**config.mk**
```make
export PLATFORM = sky130hd
export DESIGN_NAME = can_rx_destuff
export DESIGN_NICKNAME = d
export VERILOG_FILES = /design/src/rtl/can_rx_destuff.sv
export SDC_FILE = /design/constraint.sdc
export NUM_CORES = 1
export LEC_CHECK = 0
export ABC_AREA = 1
export CORE_MARGIN = 4
export CORE_UTILIZATION = 54
export DETAILED_ROUTE_END_ITERATION = 10
export HOLD_SLACK_MARGIN = 0.1
export PLACE_DENSITY = 0.81
export SYNTH_ARGS = -nofsm -noshare
export SYNTH_HDL_FRONTEND = slang
export SYNTH_SLANG_ARGS = --single-unit
```
**constraint.sdc**
```tcl
create_clock -name clock -period 3.2 [get_ports clock]
set_input_delay 0.32 -clock clock [delete_from_list [all_inputs] [get_ports clock]]
set_output_delay 0.32 -clock clock [all_outputs]
set_load 0.01 [all_outputs]
```
**src/rtl/can_rx_destuff.sv**
```systemverilog
// rtl/can_rx_destuff.sv - CAN receive bit destuffer with CRC-15 accumulator
module can_rx_destuff #(
    parameter int          STUFF_LEN = 5,
    parameter logic [14:0] CRC_POLY  = 15'h4599
) (
    input  logic        clock,
    input  logic        reset,
    input  logic        sample,
    input  logic        rx_bit,
    input  logic        clear,
    input  logic        destuff_en,
    input  logic        crc_en,
    output logic        shift_en,
    output logic        shift_bit,
    output logic        stuff_pulse,
    output logic        stuff_err,
    output logic [14:0] crc,
    output logic        crc_zero,
    output logic [6:0]  bit_cnt
);

    localparam logic [2:0] RUN_MAX = 3'(STUFF_LEN);

    logic [2:0]  run_cnt;
    logic        last_bit;
    logic        accept;
    logic        at_limit;
    logic        is_stuff;
    logic        is_err;
    logic        do_fwd;
    logic        new_run;
    logic        crc_nxt;
    logic [14:0] crc_upd;

    // A full run with destuffing on means the next bit is never data:
    // it is either the stuff bit or a stuff violation.
    always_comb begin
        accept   = sample && !stuff_err;
        at_limit = destuff_en && (run_cnt == RUN_MAX);
        is_stuff = accept && at_limit && (rx_bit != last_bit);
        is_err   = accept && at_limit && (rx_bit == last_bit);
        do_fwd   = accept && !at_limit;
        new_run  = (run_cnt == 3'd0) || (rx_bit != last_bit);
        crc_nxt  = rx_bit ^ crc[14];
        crc_upd  = {crc[13:0], 1'b0} ^ (crc_nxt ? CRC_POLY : 15'd0);
    end

    assign crc_zero = (crc == 15'd0);

    always_ff @(posedge clock) begin
        if (!reset) begin
            shift_en    <= 1'b0;
            shift_bit   <= 1'b0;
            stuff_pulse <= 1'b0;
            stuff_err   <= 1'b0;
            crc         <= 15'd0;
            bit_cnt     <= 7'd0;
            run_cnt     <= 3'd0;
            last_bit    <= 1'b1;
        end else if (clear) begin
            shift_en    <= 1'b0;
            stuff_pulse <= 1'b0;
            stuff_err   <= 1'b0;
            crc         <= 15'd0;
            bit_cnt     <= 7'd0;
            run_cnt     <= 3'd0;
            last_bit    <= 1'b1;
        end else begin
            shift_en    <= do_fwd;
            stuff_pulse <= is_stuff;
            if (is_err) begin
                stuff_err <= 1'b1;
            end
            // The removed stuff bit opens the next run of identical bits.
            if (is_stuff) begin
                run_cnt  <= 3'd1;
                last_bit <= rx_bit;
            end
            if (do_fwd) begin
                shift_bit <= rx_bit;
                last_bit  <= rx_bit;
                if (bit_cnt != 7'd127) begin
                    bit_cnt <= bit_cnt + 7'd1;
                end
                if (crc_en) begin
                    crc <= crc_upd;
                end
                if (!destuff_en) begin
                    run_cnt <= 3'd0;
                end else if (new_run) begin
                    run_cnt <= 3'd1;
                end else begin
                    run_cnt <= run_cnt + 3'd1;
                end
            end
        end
    end

endmodule
```
==> Implementation_results.wiki <==
{| class="wikitable"
! Metric !! Value
|-
| Required time reported for the critical path endpoint || approximately 2.9 ns
|-
| Largest net degree at the start of global routing || 23
|-
| Sequential Power Share || 53.7%
|-
| Wire length after detailed routing || 3190 µm
|-
| Worst R2R Path Depth || 8
|-
| Die Span X || 62.6 µm
|-
| Storage element area || approximately 600 µm²
|-
| Final period demand of the worst path || between 2 and 2.5 ns
|-
| IR drop worst, VDD || roughly 0.00026 V
|-
| Detailed-route wire length per cell || ~11 µm
|-
| Count of nets left with antenna violations after detail routing || 0
|-
| Synth top area share || between 30 and 40%
|-
| Synth Instances || about 230
|-
| Total congestion overflow after global routing || 0
|-
| CP Capture Type || output port
|-
| Ratio of cells with drive above 1 in the final layout || around 7.3%
|-
| Ports placed on the boundary || 34
|-
| Total CTS buffers || 5
|-
| CP max-delay cell || clkdlybuf4s50_1
|-
| Dominant cell type by count on the critical path || nor3_1
|-
| Critical path's top delay family || buffers and inverters
|-
| R2r startpoint || run_cnt[1]
|-
| Met2 track utilization from global routing || around a quarter
|-
| Skew-Pair Late Insertion Delay || between 0.3 and 0.4 ns
|-
| Count of routing violations after the opening detailed-route iteration || 84
|-
| Routability cong. || between 0.9 and 1
|-
| Antenna fix cells || 0
|-
| Critical path's largest stage delay || approximately 0.57 ns
|-
| MaxCap Viol Count || 0
|-
| Power Internal || between 0.5 and 0.6 mW
|-
| Nets in the synthesized netlist || around 240
|-
| Quantity of I/O buffers inserted on ports || 33
|-
| Combined area of all synthesized cells || around 1600 µm²
|-
| Setup violators final || 0
|-
| Post-synth cell types || 30
|-
| Register-to-register path setup slack || 1.74 ns
|-
| Die ar. || 3920 µm²
|-
| Via Count || 1,425
|-
| WHS Endpoint || shift_bit
|-
| Post-detailed-placement half-perimeter wirelength || between 2000 and 2500 µm
|-
| Crit Reg-Reg Endpoint || crc[13]
|-
| DIE HEIGHT || 62.6 µm
|-
| Tightest slew margin relative to the limit || roughly three fifths
|-
| Dominant cells by area after synthesis || dfxtp_1 37%, nand2_1 11%, nor2_1 10%, inv_1 7.0%, nand3_1 5.9%
|-
| Share of the core filled with cells || just under 70%
|-
| Setup Crit Path Kind || flip-flop to output port
|-
| Core area || between 2000 and 3000 µm²
|-
| Post-CTS Resized || 0
|-
| Switching fraction of total power || a little over a quarter
|-
| Crit path arrival time || ~1.7 ns
|-
| Biggest fanout along the worst timing path || 4
|-
| Total power || ~0.73 mW
|-
| WP buf/inv || 1
|-
| Total power per unit cell area || between 300 and 400 nW/µm²
|-
| Critical Path Start Type || flip-flop
|-
| Drt drc || 0
|-
| Slew at the pin with the worst max-slew slack || 0.613 ns
|-
| Total global routing track utilization || ~17%
|-
| Cell chain of the critical path || nor3_1 -> nand4_1 -> nor3_1 -> clkdlybuf4s50_1
|-
| Post-DR vias/cell || between 4 and 5
|-
| Floorplan row count || 19
|-
| Top library cells by usage in the layout, fill and taps aside || 49 x nand2_1, 43 x nor2_1, 33 x clkdlybuf4s50_1
|-
| Footprint of the multi-input gates || between 700 and 800 µm²
|-
| Post-route clock skew || between 0.003 and 0.004 ns
|-
| Setup TNS || 0 ns
|-
| Warnings, synthesis || 0
|-
| Met1 GRT Util || a little over a fifth
|-
| Leakage power figure || roughly 0.87 nW
|-
| Cell at the root of the clock tree || clkbuf_4
|-
| Power share of the clock group || 31.4%
|-
| Effective utilization at floorplan || about 57%
|-
| Maximum clock path buffer count || 2
|-
| Number of detailed-route iterations in the first pass || 4
|-
| Via count of the first global-routing pass || approximately 1,300
|-
| Final hold vios || 0
|-
| Layer with the highest usage after global routing || met2
|-
| Count of H-tree levels built during CTS || 2
|-
| Global routing usage on met3 || around 6.1%
|-
| Share of the yosys chip area belonging to registers || between 30% and 40%
|-
| Share of the clock period used by the worst path || 64.4%
|-
| Final max-slew violation count || 0
|-
| First-pass GRT wire length || between 5000 and 6000 µm
|-
| Setup Buffers After CTS || 0
|-
| Antenna violations before repair || 0
|-
| Layout overhead on the synthesized area || 20.7%
|-
| Number of synthesized register bits || 30
|-
| Instance count along the most critical hold path || 2
|-
| Peak Freq || approximately 490 MHz
|-
| Type of the worst min-delay path || flip-flop to flip-flop
|-
| CTS clk-pin slew, worst paths || roughly 0.090 ns
|-
| Minimum hold slack || 0.461 ns
|-
| Post-Synthesis Mean Instance Area || between 6 and 7 µm²
|-
| Most common library cell in the layout ignoring fill and taps || nand2_1
|-
| Reported net switching power || a little under 0.2 mW
|-
| Number of sinks driven by the clock tree || 30
|-
| Result of the run || complete, no violations
|-
| Post-CTS Hold Fix Bufs || 0
|-
| Biggest area consumer among synthesized cells || dfxtp_1
|-
| Fill cell total of the finished layout || between 200 and 250
|-
| Clock tree from TritonCTS || built
|-
| Min-delay src || shift_bit
|-
| Net count, final || ~270
|-
| Gate power share || 14.9%
|-
| Unrepaired setup endpoints after global routing || false
|}
-- through the flow --
step                area (µm²)  setup slack (ns)  std cells
floorplan                 1610              1.89        231
global placement          1880              1.35        282
detailed placement        1880              1.30        282
CTS                       1940              1.13        290
global route              1940              1.07        290
finish                    1940              1.14        290
-- cells in the mapped netlist, drive strengths merged --
master  number
ha           4
dfxtp       30
nand3b       1
nor3         3
buf         12
nand3       20
o21ai       10
nand2       51
nor2        47
clkbuf       1
xor2         3
a21oi        8
or2          3
inv         33
xnor2        2
nand4        2
o211ai       1
-- worst register-to-register path: stages (launching register included) --
cell	delay [ns]
dfxtp_1	0.36
inv_1	0.06
ha_1	0.19
nand3_2	0.11
nand2_4	0.11
nor2_8	0.24
inv_4	0.13
nor2_1	0.11
nor2_1	0.05
-- how the worst max path moves through the flow --
| stage | slack (ns) | startpoint | end | cells after the start |
|---|---|---|---|---|
| floorplan | 1.89 | run_cnt[1] | crc[0] | 9 |
| global placement | 1.35 | clear | shift_bit | 6 |
| detailed placement | 1.30 | clear | shift_bit | 6 |
| CTS | 1.13 | crc[8] | crc_zero | 4 |
| global route | 1.07 | crc[14] | crc_zero | 4 |
| finish | 1.14 | crc[8] | crc_zero | 4 |
-- area by class of cell --
type / count / area share, %
multi-input cells: 155 / 40.5
flip-flops and latches: 30 / 30.9
repair buffers: 33 / 17.0
inverters: 33 / 6.50
clock buffers: 7 / 2.83
well taps: 31 / 1.99
clock inverters: 1 / 0.257
-- registers in the layout, summed over array words and instances, names as in the netlist --
name and count:
crc 15, bit_cnt 7, run_cnt 3, last_bit 1, shift_bit 1, shift_en 1
stuff_err 1, stuff_pulse 1
-- routing by layer --
layer  wire, µm  part of all wire, %
met5          0                    0
met4         71                  2.2
met3        153                  4.8
met2       1360                   43
met1       1600                   50
-- power groups by stage --
stage | Sequential (mW) | Clock, mW | Combinational, mW
3_3_place_gp | 0.402 | 0 | 0.108
6_report | 0.393 | 0.230 | 0.109
3_5_place_dp | 0.402 | 0 | 0.109
5_1_grt | 0.395 | 0.258 | 0.121
4_1_cts | 0.393 | 0.239 | 0.110
2_1_floorplan | 0.402 | 0 | 0.0725
-- cells by family after synthesis --
family	Yosys count	share of synthesized area, %
and+or+nand+nor	127	35.4
buffers and inverters	46	13.8
AOI/OAI and AO/OA	19	6.06
adders and majority gates	4	3.11
xor gates and xnor gates	5	4.35
DFF	30	37.3
(Power assumes the default switching activity.)
